**src/rtl/pll_seq_pkg.sv**
```systemverilog
// PLL reset sequencer shared types.
// State encoding and small decode helpers.
package pll_seq_pkg;

    localparam logic [2:0] ENC_RST_PLL   = 3'd0;
    localparam logic [2:0] ENC_WAIT_LOCK = 3'd1;
    localparam logic [2:0] ENC_STABLE    = 3'd2;
    localparam logic [2:0] ENC_RUN       = 3'd3;
    localparam logic [2:0] ENC_FAULT     = 3'd4;

    typedef enum logic [2:0] {
        RST_PLL   = ENC_RST_PLL,
        WAIT_LOCK = ENC_WAIT_LOCK,
        STABLE    = ENC_STABLE,
        RUN       = ENC_RUN,
        FAULT     = ENC_FAULT
    } state_t;

    // PLL RESETB is held low while (re)starting and while parked in FAULT.
    function automatic logic holds_pll_reset(state_t s);
        return (s == RST_PLL) || (s == FAULT);
    endfunction

endpackage

```
**src/rtl/pll_reset_sequencer_if.sv**
```systemverilog
// PLL reset sequencer status/control bundle.
// master = sequencer side, slave = board/PLL side.
interface pll_reset_sequencer_if;

    logic       pll_locked;
    logic       restart;
    logic       pll_resetb;
    logic       sys_reset;
    logic       ready;
    logic       fault;
    logic [1:0] retry_count;
    logic [7:0] loss_count;

    modport master (
        input  pll_locked,
        input  restart,
        output pll_resetb,
        output sys_reset,
        output ready,
        output fault,
        output retry_count,
        output loss_count
    );

    modport slave (
        output pll_locked,
        output restart,
        input  pll_resetb,
        input  sys_reset,
        input  ready,
        input  fault,
        input  retry_count,
        input  loss_count
    );

endinterface

```
**src/rtl/sync_2ff.sv**
```systemverilog
// Single-bit two-flop synchroniser.
// Used for asynchronous status inputs such as PLL LOCK.
module sync_2ff (
    input  logic clk,
    input  logic rst,
    input  logic d,
    output logic q
);

    logic meta;

    // Two back-to-back flops give metastability a full cycle to settle.
    always_ff @(posedge clk) begin
        if (rst) begin
            meta <= 1'b0;
            q    <= 1'b0;
        end else begin
            meta <= d;
            q    <= meta;
        end
    end

endmodule

```
**src/rtl/pll_reset_sequencer.sv**
```systemverilog
// SB_PLL40 bring-up sequencer on the 12 MHz reference clock.
// Pulses RESETB, waits/qualifies LOCK, then releases sys_reset.
module pll_reset_sequencer #(
    parameter int unsigned RST_CYCLES    = 16,
    parameter int unsigned LOCK_TIMEOUT  = 12000,
    parameter int unsigned STABLE_CYCLES = 1200,
    parameter int unsigned MAX_RETRIES   = 3,
    parameter int unsigned CNT_W         = 16
) (
    input logic clock_in,
    input logic reset,
    pll_reset_sequencer_if.master bus
);

    import pll_seq_pkg::*;

    localparam logic [CNT_W-1:0] RST_LAST     = CNT_W'(RST_CYCLES - 1);
    localparam logic [CNT_W-1:0] TIMEOUT_LAST = CNT_W'(LOCK_TIMEOUT - 1);
    localparam logic [CNT_W-1:0] STABLE_LAST  = CNT_W'(STABLE_CYCLES - 1);
    localparam logic [1:0]       RETRY_LIMIT  = 2'(MAX_RETRIES);

    logic             lk;
    state_t           state_q, state_d;
    logic [CNT_W-1:0] cnt_q, cnt_d;
    logic [1:0]       retry_q, retry_d, retry_inc;
    logic [7:0]       loss_q, loss_d;
    logic             resetb_q, sys_reset_q, ready_q, fault_q;

    sync_2ff u_lock_sync (
        .clk (clock_in),
        .rst (reset),
        .d   (bus.pll_locked),
        .q   (lk)
    );

    assign retry_inc = (retry_q == 2'd3) ? 2'd3 : retry_q + 2'd1;

    // Next state, shared counter and event counters; restart beats any state event.
    always_comb begin
        state_d = state_q;
        cnt_d   = cnt_q;
        retry_d = retry_q;
        loss_d  = loss_q;
        if (bus.restart) begin
            state_d = RST_PLL;
            cnt_d   = '0;
            retry_d = '0;
        end else begin
            unique case (state_q)
                RST_PLL: begin
                    if (cnt_q == RST_LAST) begin
                        state_d = WAIT_LOCK;
                        cnt_d   = '0;
                    end else begin
                        cnt_d = cnt_q + 1'b1;
                    end
                end
                WAIT_LOCK: begin
                    if (lk) begin
                        state_d = STABLE;
                        cnt_d   = '0;
                    end else if (cnt_q == TIMEOUT_LAST) begin
                        retry_d = retry_inc;
                        cnt_d   = '0;
                        state_d = (retry_inc == RETRY_LIMIT) ? FAULT : RST_PLL;
                    end else begin
                        cnt_d = cnt_q + 1'b1;
                    end
                end
                STABLE: begin
                    if (!lk) begin
                        state_d = WAIT_LOCK;
                        cnt_d   = '0;
                    end else if (cnt_q == STABLE_LAST) begin
                        state_d = RUN;
                        cnt_d   = '0;
                    end else begin
                        cnt_d = cnt_q + 1'b1;
                    end
                end
                RUN: begin
                    if (!lk) begin
                        state_d = RST_PLL;
                        cnt_d   = '0;
                        retry_d = '0;
                        loss_d  = (loss_q == 8'hFF) ? loss_q : loss_q + 8'd1;
                    end
                end
                FAULT: begin
                    state_d = FAULT;
                end
                default: begin
                    state_d = RST_PLL;
                    cnt_d   = '0;
                end
            endcase
        end
    end

    // State, counter and event-count registers.
    always_ff @(posedge clock_in) begin
        if (reset) begin
            state_q <= RST_PLL;
            cnt_q   <= '0;
            retry_q <= '0;
            loss_q  <= '0;
        end else begin
            state_q <= state_d;
            cnt_q   <= cnt_d;
            retry_q <= retry_d;
            loss_q  <= loss_d;
        end
    end

    // Outputs decoded from the next state so they line up with the state itself.
    always_ff @(posedge clock_in) begin
        if (reset) begin
            resetb_q    <= 1'b0;
            sys_reset_q <= 1'b1;
            ready_q     <= 1'b0;
            fault_q     <= 1'b0;
        end else begin
            resetb_q    <= !holds_pll_reset(state_d);
            sys_reset_q <= (state_d != RUN);
            ready_q     <= (state_d == RUN);
            fault_q     <= (state_d == FAULT);
        end
    end

    assign bus.pll_resetb  = resetb_q;
    assign bus.sys_reset   = sys_reset_q;
    assign bus.ready       = ready_q;
    assign bus.fault       = fault_q;
    assign bus.retry_count = retry_q;
    assign bus.loss_count  = loss_q;

endmodule

```
**src/flat_wrapper.sv**
```systemverilog
// flat-port wrapper written by rule: the top's interface ports become plain ports
module pll_reset_sequencer_flat import pll_seq_pkg::*;
#(
    parameter int unsigned RST_CYCLES    = 16,
    parameter int unsigned LOCK_TIMEOUT  = 12000,
    parameter int unsigned STABLE_CYCLES = 1200,
    parameter int unsigned MAX_RETRIES   = 3,
    parameter int unsigned CNT_W         = 16
)
  (clock_in, reset, bus_pll_locked, bus_restart, bus_pll_resetb, bus_sys_reset, bus_ready, bus_fault, bus_retry_count, bus_loss_count);
  pll_reset_sequencer_if bus_i ();
  input logic clock_in;
  input logic reset;
  input wire logic [$bits(bus_i.pll_locked)-1:0] bus_pll_locked;
  input wire logic [$bits(bus_i.restart)-1:0] bus_restart;
  output wire logic [$bits(bus_i.pll_resetb)-1:0] bus_pll_resetb;
  output wire logic [$bits(bus_i.sys_reset)-1:0] bus_sys_reset;
  output wire logic [$bits(bus_i.ready)-1:0] bus_ready;
  output wire logic [$bits(bus_i.fault)-1:0] bus_fault;
  output wire logic [$bits(bus_i.retry_count)-1:0] bus_retry_count;
  output wire logic [$bits(bus_i.loss_count)-1:0] bus_loss_count;
  assign bus_i.pll_locked = bus_pll_locked;
  assign bus_i.restart = bus_restart;
  assign bus_pll_resetb = bus_i.pll_resetb;
  assign bus_sys_reset = bus_i.sys_reset;
  assign bus_ready = bus_i.ready;
  assign bus_fault = bus_i.fault;
  assign bus_retry_count = bus_i.retry_count;
  assign bus_loss_count = bus_i.loss_count;
  pll_reset_sequencer #(.RST_CYCLES(RST_CYCLES), .LOCK_TIMEOUT(LOCK_TIMEOUT), .STABLE_CYCLES(STABLE_CYCLES), .MAX_RETRIES(MAX_RETRIES), .CNT_W(CNT_W)) u_core (.clock_in(clock_in), .reset(reset), .bus(bus_i));
endmodule
```
**config.mk**
```make
export PLATFORM = sky130hd
export DESIGN_NAME = pll_reset_sequencer_flat
export DESIGN_NICKNAME = d
export VERILOG_FILES = /design/src/rtl/pll_seq_pkg.sv /design/src/rtl/pll_reset_sequencer_if.sv /design/src/rtl/sync_2ff.sv /design/src/rtl/pll_reset_sequencer.sv /design/src/flat_wrapper.sv
export SDC_FILE = /design/constraint.sdc
export NUM_CORES = 1
export LEC_CHECK = 0
export ABC_CLOCK_PERIOD_IN_PS = 1900
export BUFFER_PORTS_ARGS = -buffer_cell sky130_fd_sc_hd__buf_4
export CAP_MARGIN = 15
export CORE_MARGIN = 4
export CORE_UTILIZATION = 52
export CTS_CLUSTER_SIZE = 20
export DETAILED_ROUTE_END_ITERATION = 12
export PLACE_DENSITY_LB_ADDON = 0.3
export SLEW_MARGIN = 20
export SYNTH_ARGS = -nofsm -noshare
export SYNTH_HDL_FRONTEND = slang
export SYNTH_SLANG_ARGS = --single-unit
```
**constraint.sdc**
```tcl
create_clock -name clock_in -period 1.9 [get_ports clock_in]
set_clock_uncertainty 0.05 [all_clocks]
set_input_delay 0.19 -clock clock_in [delete_from_list [all_inputs] [get_ports clock_in]]
set_output_delay 0.19 -clock clock_in [all_outputs]
set_load 0.03 [all_outputs]
```
# --- Word level (Yosys, flattened, before mapping) ---
# Index checks and enable logic that the tools add are counted.
op_classes:
  bitwise: 4
  add_sub_neg: 3
  eq_ne: 16
  reduce_logical: 9
  n_mux: 21
op_table:
  columns: ["op", "n"]
  rows:
  - ["2-to-1 mux 16 bit", 6]
  - ["one-hot mux 16 bit (5 select lines)", 1]
  - ["2-to-1 mux 3 bit", 8]
  - ["adder 16 x 1 -> 16 bit (second input constant)", 1]
  - ["== test 16 x 11 -> 1 bit (second input constant)", 1]
  - ["== test 16 x 14 -> 1 bit (second input constant)", 1]
  - ["== test 16 x 4 -> 1 bit (second input constant)", 1]
  - ["one-hot mux 3 bit (5 select lines)", 1]
  - ["== test 3 x 2 -> 1 bit (second input constant)", 3]
  - ["adder 8 x 1 -> 8 bit (second input constant)", 1]
  - ["== test 8 bit (second input constant)", 1]
  - ["2-to-1 mux 2 bit", 4]
  - ["AND reduction 4 bit", 2]
  - ["== test 3 bit (second input constant)", 2]
  - ["logical NOT 3 bit", 2]
  - ["== test 2 bit (second input constant)", 2]
  - ["inequality test 2 bit (second input constant)", 2]
  - ["inverter 1 bit", 4]
  - ["one-hot mux 2 bit (2 select lines)", 1]
  - ["== test 3 x 1 -> 1 bit (second input constant)", 1]
  - ["inequality test 3 x 2 -> 1 bit (second input constant)", 1]
  - ["adder 2 x 1 -> 2 bit (second input constant)", 1]
  - ["inequality test 2 x 1 -> 1 bit (second input constant)", 1]
  - ["AND reduction 2 bit", 1]
  - ["4 further kinds", 4]
totals:
  out_inout_bits: 14
  reg_bits: 35
  wordCells: 63
  input_bits: 4

# --- Longest topological paths before layout ---
# Gate-level depths: netlist of the first run.
depth:
  word_depth: 11
  mapped_depth: 7
  depth_no_buf: 6

# --- Modules after synthesis ---
# A second synthesis of the first run with hierarchy kept.
hier_totals:
  cells_unflattened: 174
  area_unflattened_um2: 1646.6
modules_own_cells:
  columns: ["mod", "cells_per_inst", "instances", "area_per_inst_um2"]
  rows:
  - ["pll_reset_sequencer", 170, 1, 1594.0]
  - ["sync_2ff", 4, 1, 52.6]

# --- Worst setup path after synthesis of the first run ---
# OpenSTA, ideal clock, no wires.
synth_timing:
  path_kind: "register -> register"
  from: "register u_core.loss_q[0] (netlist: u_core.bus.loss_count[0])"
  to: "register u_core.loss_q[4] (netlist: u_core.bus.loss_count[4])"
  path_buffers: 0
  stages_incl_launch_ff: 7
  slack_ps: 35
  arrival_ps: 1687
  synth_period_minus_slack_ps: 1865
  setup_time_ps: 128
  cell_sequence: "dfxtp_1 > ha_1 > and3_1 > a211oi_2 > nand4_1 > xor2_1 > nor2_1"
synth_via:
  elab_chain_len: 3
  elab_cells_between_ends: 4
  cone_classes: "add/sub (1); eq/ne (1); bitwise (1); reduce/logical (1)"
synth_lines:
  columns: ["item", "line_no", "source"]
  rows:
  - ["from (decl)", "pll_reset_sequencer.sv:26", "logic [7:0] loss_q, loss_d;"]
  - ["from (signal assigned)", "pll_reset_sequencer.sv:111", "loss_q <= loss_d;"]
  - ["branches (longest 3 deep; another with adder 8 x 1 -> 8 bit)", null, null]
# Parallel ways; which one is timed is not known.
# A chain may end at the register's enable or synchronous reset.

# --- Worst setup path in the final report of the first run ---
layout_timing:
  from: "register u_core.cnt_q[0]"
  to: "register u_core.cnt_q[12]"
layout_via:
  elab_chain_len: 4
  elab_cells_between_ends: 10
  cone_classes: "add/sub (1); eq/ne (3); mux (6)"
layout_lines:
  columns: ["item", "line_no", "source"]
  rows:
  - ["from (decl)", "pll_reset_sequencer.sv:24", "logic [CNT_W-1:0] cnt_q, cnt_d;"]
  - ["from (signal assigned)", "pll_reset_sequencer.sv:109", "cnt_q <= cnt_d;"]
  - ["adder 16 x 1 -> 16 bit, or another cell as far along", "pll_reset_sequencer.sv:55, pll_reset_sequencer.sv:67, pll_reset_sequencer.sv:78", null]
  - ["2-to-1 mux 16 bit, on equally long branches", "pll_reset_sequencer.sv:74, pll_reset_sequencer.sv:62", null]
  - ["2-to-1 mux 16 bit, on equally long branches", "pll_reset_sequencer.sv:71, pll_reset_sequencer.sv:59", null]
  - ["one-hot mux 16 bit (5 select lines) (*)", "pll_reset_sequencer.sv:49", "unique case (state_q)"]
# Mark *: on every way between the ends. The rest lies on a longest branch, timed or not.

==> results of run 1 <==
==> state kept, by name, indices dropped and copies added, names as in the netlist <==
signal                   cells
u_core.u_lock_sync.meta      1
u_core.cnt_q                16
u_core.bus.sys_reset         1
u_core.bus.pll_resetb        1
u_core.bus.retry_count       2
u_core.bus.ready             1
u_core.state_q               3
u_core.u_lock_sync.q         1
u_core.bus.fault             1
u_core.bus.loss_count        8
==> placed cells by master (no fill, tap or decap), drive strengths merged, types with 3 or more instances in the layout <==
| cell | n |
|---|---|
| nor4 | 3 |
| and3 | 6 |
| xnor2 | 7 |
| nand2 | 17 |
| nand4 | 8 |
| nor2 | 30 |
| xor2 | 16 |
| nor3b | 3 |
| buf | 29 |
| nor2b | 3 |
| a21oi | 7 |
| dfxtp | 35 |
| nor3 | 10 |
| nand3 | 11 |
| and4 | 3 |
| clkbuf | 6 |
==> final cells by class <==
cell class,instances,share of cell area
repair buffers,30,0.117
inverters,2,0.00365
clock buffers,6,0.0200
flip-flops and latches,35,0.342
multi-input cells,147,0.491
well taps,44,0.0267
==> kinds of logic (layout without fill, tap and decap cells) <==
kind of cell,Yosys count,in the layout,share of synthesized area
mux,1,1,0.00580
flops,35,35,0.406
buf+inv,6,38,0.0254
compound gates,16,16,0.0957
simple gates,105,105,0.336
fa+ha+maj,2,2,0.0145
xor+xnor,23,23,0.117
==> cell usage after synthesis (all sizes together) (2+ instances only) <==
cell and n:
clkbuf 2, dfxtp 35, buf 2, nand4 8, and3 6, nor2 30
and4b 2, nor3 10, ha 2, nor4 3, and4 3, nor2b 3
a2111oi 2, inv 2, nand3 11, nor3b 3, xnor2 7, a21oi 7
nand2 17, xor2 16
==> metal layers <==
| metal | share of wire | track usage |
|---|---|---|
| met1 | 0.45 | 0.220 |
| met2 | 0.50 | 0.305 |
| met3 | 0.028 | 0.0410 |
| met4 | 0.023 | 0.101 |
| met5 | 0 | 0 |
==> worst paths after layout <==
| path | slack (ps) | end | from |
|---|---|---|---|
| max | 90 | u_core.cnt_q[12] | u_core.cnt_q[0] |
| max reg2reg | 90 | u_core.cnt_q[12] | u_core.cnt_q[0] |
| min reg2reg | 410 | u_core.u_lock_sync.q | u_core.u_lock_sync.meta |
| min | 70 | u_core.u_lock_sync.q | reset |
==> through the flow <==
stage | instance area, um^2 | TNS [ps] | setup slack [ps]
3_5_place_dp | 1970 | 0 | 87.2
5_1_grt | 2060 | -357 | -40.8
6_report | 2060 | 0 | 89.7
4_1_cts | 2020 | 0 | 18.1
2_1_floorplan | 1730 | 0 | 35.2
3_3_place_gp | 1970 | 0 | 106
==> where the power goes <==
group          switching [mW]  internal [mW]
combinational          0.0207         0.0217
clock                   0.214          0.131
sequential            0.00354          0.737
total                   0.238          0.890
==> what timing repair did <==
item / 4_1_cts / 5_1_grt
setup buffers: 0 / 1
hold buffers: 1 / 0
endpoints found under the setup margin: 0 / 18
endpoints found under the hold margin: 1 / 0
gates resized for setup: 0 / 9
==> impl_metrics.py, run 1 <==
metrics = {
    "placed_design": {
        "io_buffers": 17,
        "dpl.hpwl_um": 2570,
        "dp.cells": 256,
        "place_congestion": 0.858,
    },
    "clocking": {
        "clk_path_buf_depth": 2,
        "clkSinkCount": 35,
        "cts_buffers": 5,
        "h-tree-depth": 2,
        "clk_pin_slew_ps": 90,
        "cts_tree": "built",
        "root_buffer": "clkbuf_4",
        "clkLatencyLatePin_ps": 330,
    },
    "global_routing": {
        "groute.usage.overall": 0.185,
        "grt_overflow": 0,
        "grt_pass1_vias": 1408,
        "grt_max_degree": 16,
        "grt_pass1_wl_um": 6120,
        "antenna_found_initial": 0,
    },
    "worst_setup_path": {
        "worstPathCellList": "ha_2 > nand2_1 > nor3b_2 > nand3_2 > a221oi_4 > buf_12 > nor2_1",
        "cp.depth": 7,
        "endpoint_kind": "register",
        "required_ps": 2070,
        "slowest_stage": "dfxtp_1",
        "critPathBufInv": 1,
        "worstPathMaxFanout": 15,
        "critPathArrivalTime_ps": 1980,
        "cpPeakStageDelay_ps": 350,
        "critPathLaunchType": "register",
        "path_class": "reg2reg",
        "reg2reg_depth": 7,
        "path_delay_family": "simple AND/OR/NAND/NOR gates",
    },
    "cells_and_area": {
        "regArea_um2": 704,
        "diodes": 0,
        "synthToLayoutAreaGrowth_pct": 19.3,
        "fillers": 283,
        "final_nets": 227,
        "finalNonFillerCells": 264,
        "drive_gt1_frac": 0.245,
        "multi_input_area_um2": 1010,
        "fin_util": 0.664,
    },
    "hold_path": {
        "hold_path_depth": 2,
        "hp-class": "in2reg",
    },
    "power": {
        "p_leak_nw": 0.768,
        "power_density_nw_per_um2": 548,
        "total_power_mw": 1.13,
        "peakVddDrop_mv": 0.302,
    },
    "timing": {
        "slew_headroom": 0.644,
        "setup_viol": 0,
        "rsz0062_at_grt": "yes",
        "fin_crit_ps": 1810,
        "timing.hold.ws_ps": 65.4,
        "tightest_slew_ps": 529,
        "hold_viol": 0,
        "fmax_mhz": 552,
        "slew_violations": 0,
        "fin_crit_sh": 0.953,
    },
    "routing": {
        "firstDrtPassIters": 4,
        "wirelength_um": 3500,
        "vias": 1438,
        "drt-initial-drc-count": 80,
        "drc": 0,
        "wl_per_cell_um": 13.3,
        "antenna_left": 0,
        "viasPerCell": 5.45,
    },
    "yosys": {
        "yosysTopAreaCellShare": 0.406,
        "ys_seq_elements": 35,
        "netlist_area_um2": 1730,
        "syn-num-nets": 194,
        "async_reset_ff_frac": 0,
        "synthCells": 188,
        "synth_top_cell_by_area": "dfxtp_1",
        "synth_cell_types": 45,
        "synth_seq_area_share": 0.406,
        "synthTopCellsByArea": "dfxtp_1 41%, xor2_1 8.1%, nor2_1 6.3%",
        "syn_avg_cell_area_um2": 9.18,
        "synth_edf_count": 0,
        "yosys_most_used_dff": "dfxtp_1",
        "ys_warn_count": 0,
    },
    "die": {
        "rows": 20,
        "dieArea_um2": 4310,
        "fp.dieH_um": 65.6,
        "core-area_um2": 3100,
        "start_util": 0.556,
        "io-pin-count": 18,
        "chipWidth_um": 65.6,
    },
    "run_status": {
        "status": "completed",
    },
    "run": {
        "cap_violations": 0,
    },
}
Power figures use the tool's default switching activity.
==> inputs of run 2 (changes only) <==
--- a/config.mk
+++ b/config.mk
@@ -12,6 +12,8 @@
 export CORE_UTILIZATION = 52
 export CTS_CLUSTER_SIZE = 20
 export DETAILED_ROUTE_END_ITERATION = 12
+export GPL_TIMING_DRIVEN = 1
+export HOLD_SLACK_MARGIN = 0.12
 export PLACE_DENSITY_LB_ADDON = 0.3
 export SLEW_MARGIN = 20
 export SYNTH_ARGS = -nofsm -noshare
==> impl_metrics.py, run 2 (synthesized netlist as in run 1, its figures left out) <==
metrics = {
    "global_routing": {
        "grt_pass1_vias": 1421,
        "antenna_found_initial": 0,
        "grt_max_degree": 16,
        "grt_pass1_wl_um": 6130,
        "grt_overflow": 0,
        "groute.usage.overall": 0.185,
    },
    "die": {
        "io-pin-count": 18,
        "start_util": 0.556,
        "chipWidth_um": 65.6,
        "dieArea_um2": 4310,
        "rows": 20,
        "core-area_um2": 3100,
        "fp.dieH_um": 65.6,
    },
    "cells_and_area": {
        "synthToLayoutAreaGrowth_pct": 21.0,
        "final_cell_mix": "32 x dfxtp_1, 29 x nor2_1, 28 x buf_4, 17 x nand2_1, 16 x xor2_1",
        "final_nets": 230,
        "drive_gt1_frac": 0.242,
        "fillers": 282,
        "multi_input_area_um2": 1010,
        "regArea_um2": 704,
        "diodes": 0,
        "regMostFlops": "u_core.cnt_q",
        "final_common_cell": "dfxtp_1",
        "largest_register_ffs": 16,
        "finalNonFillerCells": 267,
    },
    "routing": {
        "wirelength_um": 3530,
        "vias": 1455,
        "wl_per_cell_um": 13.2,
        "drc": 0,
        "viasPerCell": 5.45,
        "drt-initial-drc-count": 87,
        "firstDrtPassIters": 4,
        "antenna_left": 0,
    },
    "clocking": {
        "h-tree-depth": 2,
        "cts_tree": "built",
        "root_buffer": "clkbuf_4",
        "clkSinkCount": 35,
        "clk_path_buf_depth": 2,
        "cts_buffers": 5,
        "clkLatencyLatePin_ps": 330,
        "clk_pin_slew_ps": 100,
    },
    "power": {
        "peakVddDrop_mv": 0.302,
        "total_power_mw": 1.13,
        "power_density_nw_per_um2": 543,
        "p_leak_nw": 0.782,
    },
    "timing": {
        "timing.hold.ws_ps": 406,
        "setup_viol": 0,
        "fin_crit_ps": 1810,
        "hold_viol": 0,
        "rsz0062_at_grt": "yes",
        "setup_tns_ps": 0,
        "slew_headroom": 0.644,
        "tightest_slew_ps": 529,
        "slew_violations": 0,
        "fmax_mhz": 552,
        "fin_crit_sh": 0.954,
    },
    "worst_setup_path": {
        "startpoint": "u_core.cnt_q[15]",
        "critPathLaunchType": "register",
        "r2r-start": "u_core.cnt_q[15]",
        "worstPathMaxFanout": 4,
        "worstPathCellList": "nor3_4 > nand4_1 > nor3_2 > nor3_1 > or4_1",
        "slowest_stage": "or4_1",
        "cpPeakStageDelay_ps": 510,
        "path_class": "reg2reg",
        "critPathBufInv": 0,
        "required_ps": 2060,
        "path_delay_family": "simple AND/OR/NAND/NOR gates",
        "critPathArrivalTime_ps": 1970,
        "endpoint_kind": "register",
    },
    "placed_design": {
        "dp.cells": 256,
        "io_buffers": 17,
        "dpl.hpwl_um": 2570,
        "place_congestion": 0.858,
    },
    "run": {
        "cap_violations": 0,
    },
    "hold_path": {
        "hp-class": "reg2reg",
        "holdCritStartpoint": "u_core.u_lock_sync.meta",
    },
    "run_status": {
        "status": "completed",
    },
}
## run 2: cell types whose count changed in the layout (fill, tap and decap cells not counted)
cell           change
dlygate4sd3_1      +3
## run 2: metrics by stage
| step | setup WS, ps | cell area (um^2) | util |
|---|---|---|---|
| 6_report | 87.2 | 2090 | 0.673 |
| 3_3_place_gp | 106 | 1970 | 0.634 |
| 5_1_grt | -40.8 | 2090 | 0.673 |
| 3_5_place_dp | 87.2 | 1970 | 0.634 |
| 4_1_cts | 18.1 | 2050 | 0.660 |
| 2_1_floorplan | 35.2 | 1730 | - |
## run 2: worst paths after layout
kind | endpoint | slack, ps | depth (start not counted)
min | u_core.u_lock_sync.q | 410 | 1
max reg2reg | u_core.bus.pll_resetb | 90 | 5
min reg2reg | u_core.u_lock_sync.q | 410 | 1
max | u_core.bus.pll_resetb | 90 | 5
## run 2: power by group
| part | switching [mW] | internal (mW) | total (mW) |
|---|---|---|---|
| registers | 0.00357 | 0.737 | 0.741 |
| logic | 0.0218 | 0.0257 | 0.0474 |
| clock network | 0.215 | 0.131 | 0.346 |
## run 2: layer usage
layer	up-vias	routed length (um)	global-route usage
met2	20	1750	0.307
met3	8	104	0.0410
met5	-	0	0
met1	693	1590	0.220
met4	0	80	0.101
li1	734	-	-
## run 2: final cells by class
type,instances,share of cell area
tap,44,0.0263
multi-input combinational,147,0.484
inverter,2,0.00359
timing repair buffer,33,0.129
sequential,35,0.337
clock buffer,6,0.0198
## run 2: timing repair
action	4_1_cts	5_1_grt
endpoints found under the hold margin	12	0
hold buffers	4	0
setup buffers	0	1
endpoints found under the setup margin	0	18
gates resized for setup	0	9
==> inputs of run 3 (changes only) <==
--- a/config.mk
+++ b/config.mk
@@ -8,13 +8,13 @@
 export ABC_CLOCK_PERIOD_IN_PS = 1900
 export BUFFER_PORTS_ARGS = -buffer_cell sky130_fd_sc_hd__buf_4
 export CAP_MARGIN = 15
-export CORE_MARGIN = 4
 export CORE_UTILIZATION = 52
 export CTS_CLUSTER_SIZE = 20
 export DETAILED_ROUTE_END_ITERATION = 12
 export GPL_TIMING_DRIVEN = 1
 export HOLD_SLACK_MARGIN = 0.12
-export PLACE_DENSITY_LB_ADDON = 0.3
+export PLACE_DENSITY_LB_ADDON = 0.1
+export SETUP_SLACK_MARGIN = 0.15
 export SLEW_MARGIN = 20
 export SYNTH_ARGS = -nofsm -noshare
 export SYNTH_HDL_FRONTEND = slang
==> impl_metrics.py, run 3 (synthesized netlist as in run 1, its figures left out) <==
metrics = {
    "worst_setup_path": {
        "path_delay_family": "simple AND/OR/NAND/NOR gates",
        "ff2ff_setup_slack_ps": 120,
        "worstPathCellList": "ha_4 > nand4_1 > buf_4 > nor3b_1 > a21oi_1 > o221a_2",
        "reg2reg_depth": 6,
        "critPathArrivalTime_ps": 1970,
        "critPathBufInv": 1,
        "r2r-start": "u_core.cnt_q[0]",
        "cpPeakStageDelay_ps": 370,
        "critPathLaunchType": "register",
        "worstPathMaxFanout": 3,
        "endpoint_kind": "register",
        "path_class": "reg2reg",
        "slowest_stage": "dfxtp_4",
        "required_ps": 2090,
        "r2r-end": "u_core.bus.retry_count[0]",
    },
    "global_routing": {
        "antenna_found_initial": 0,
        "grt_pass1_vias": 1426,
        "grt_pass1_wl_um": 6400,
        "grt_overflow": 0,
        "groute.usage.overall": 0.251,
        "grt_max_degree": 11,
    },
    "cells_and_area": {
        "final_common_cell": "buf_4",
        "final_cell_mix": "34 x buf_4, 20 x nor2_1, 20 x dfxtp_1, 16 x nand2_1, 15 x xor2_1",
        "synthToLayoutAreaGrowth_pct": 38.8,
        "finalNonFillerCells": 278,
        "drive_gt1_frac": 0.410,
        "final_area_um2": 2400,
        "diodes": 0,
        "regMostFlops": "u_core.cnt_q",
        "final_nets": 240,
        "largest_register_ffs": 16,
    },
    "clocking": {
        "h-tree-depth": 2,
        "cts_tree": "built",
        "clk_path_buf_depth": 2,
        "root_buffer": "clkbuf_4",
        "clkSinkCount": 35,
        "cts_buffers": 5,
        "clkLatencyLatePin_ps": 340,
        "clk_pin_slew_ps": 100,
    },
    "timing": {
        "setup_viol": 0,
        "rsz0062_at_grt": "yes",
        "hold_viol": 0,
        "slew_headroom": 0.722,
        "fmax_mhz": 561,
        "fin_crit_ps": 1780,
        "fin_ws_ps": 119,
        "slew_violations": 0,
        "tightest_slew_ps": 414,
        "fin_crit_sh": 0.938,
    },
    "placed_design": {
        "io_buffers": 17,
        "dp.cells": 252,
        "placed_area_um2": 1950,
        "dpl.hpwl_um": 2560,
        "post-place-ws_ps": 71.5,
        "place_congestion": 0.841,
    },
    "routing": {
        "viasPerCell": 5.69,
        "wirelength_um": 4480,
        "drt-initial-drc-count": 98,
        "wl_per_cell_um": 16.1,
        "firstDrtPassIters": 4,
        "antenna_left": 0,
        "vias": 1583,
        "drc": 0,
    },
    "die": {
        "start_util": 0.556,
        "dieArea_um2": 3560,
        "core-area_um2": 3100,
        "fp.dieH_um": 59.6,
        "chipWidth_um": 59.6,
        "io-pin-count": 18,
        "rows": 20,
    },
    "power": {
        "p_sw_frac": 0.234,
        "p_leak_nw": 0.886,
        "power_frac_clock": 0.341,
        "p_int_mw": 0.943,
        "peakVddDrop_mv": 0.419,
        "seqPwrFrac": 0.598,
        "power_density_nw_per_um2": 513,
        "total_power_mw": 1.23,
        "p_sw_mw": 0.287,
        "power_frac_comb": 0.061,
    },
    "run": {
        "cap_violations": 0,
    },
    "hold_path": {
        "hold_path_depth": 3,
        "holdCritStartpoint": "reset",
        "whs_endpoint": "u_core.bus.fault",
        "hp-class": "in2reg",
    },
    "run_status": {
        "status": "completed",
    },
}
==> run 3: repair_timing <==
| action | 4_1_cts | 5_1_grt |
|---|---|---|
| pin swaps | 8 | 20 |
| gates cloned | 1 | 0 |
| hold endpoints to repair | 11 | 0 |
| hold buffers | 5 | 0 |
| setup buffers | 10 | 3 |
| gates resized for setup | 21 | 38 |
| setup endpoints to repair | 20 | 25 |
==> run 3: how the worst max path moves through the flow <==
stage | startpoint | end | depth (start not counted)
final | u_core.cnt_q[0] | u_core.bus.retry_count[0] | 6
after global routing | u_core.cnt_q[9] | u_core.cnt_q[1] | 6
after CTS | u_core.cnt_q[1] | u_core.cnt_q[8] | 8
after detailed placement | u_core.cnt_q[0] | u_core.bus.pll_resetb | 5
after global placement | u_core.cnt_q[15] | u_core.bus.pll_resetb | 5
after floorplan | u_core.bus.loss_count[1] | u_core.bus.loss_count[4] | 6
==> run 3: area by class of cell <==
| class | count | area (um^2) |
|---|---|---|
| clock buffers | 6 | 51.3 |
| fillers | 237 | 706 |
| multi-input cells | 147 | 1170 |
| clock inverters | 1 | 5.00 |
| flip-flops and latches | 35 | 732 |
| well taps | 44 | 55.1 |
| repair buffers | 43 | 375 |
| inverters | 2 | 7.51 |
==> run 3: worst reg2reg max path, cell delays in order, from the launching register on <==
cell	delay [ps]
dfxtp_4	370
ha_4	160
nand4_1	220
buf_4	240
nor3b_1	270
a21oi_1	110
o221a_2	270
==> run 3: power by group through the flow <==
| stage | clock, mW | sequential (mW) | combinational (mW) |
|---|---|---|---|
| finish | 0.419 | 0.736 | 0.0746 |
| floorplan | 0 | 0.757 | 0.0239 |
| global route | 0.460 | 0.737 | 0.0798 |
| CTS | 0.418 | 0.739 | 0.0646 |
| detailed placement | 0 | 0.758 | 0.0397 |
| global placement | 0 | 0.758 | 0.0384 |
==> run 3: metrics by stage <==
stage               hold slack, ps   util  TNS [ps]
CTS                            156  0.717         0
detailed placement             365  0.629         0
floorplan                      268      -         0
finish                         189  0.773         0
global placement               361  0.629         0
global route                   185  0.773     -6.68
==> run 3: metal layers <==
layer  routed length (um)  share of wire  global-route usage  vias to the layer above
met5                    0              0                   0                        -
met4                   78          0.017               0.143                        0
met3                  202          0.045              0.0611                       12
met2                 2280           0.51               0.408                       53
met1                 1920           0.43               0.302                      765
li1                     -              -                   -                      753
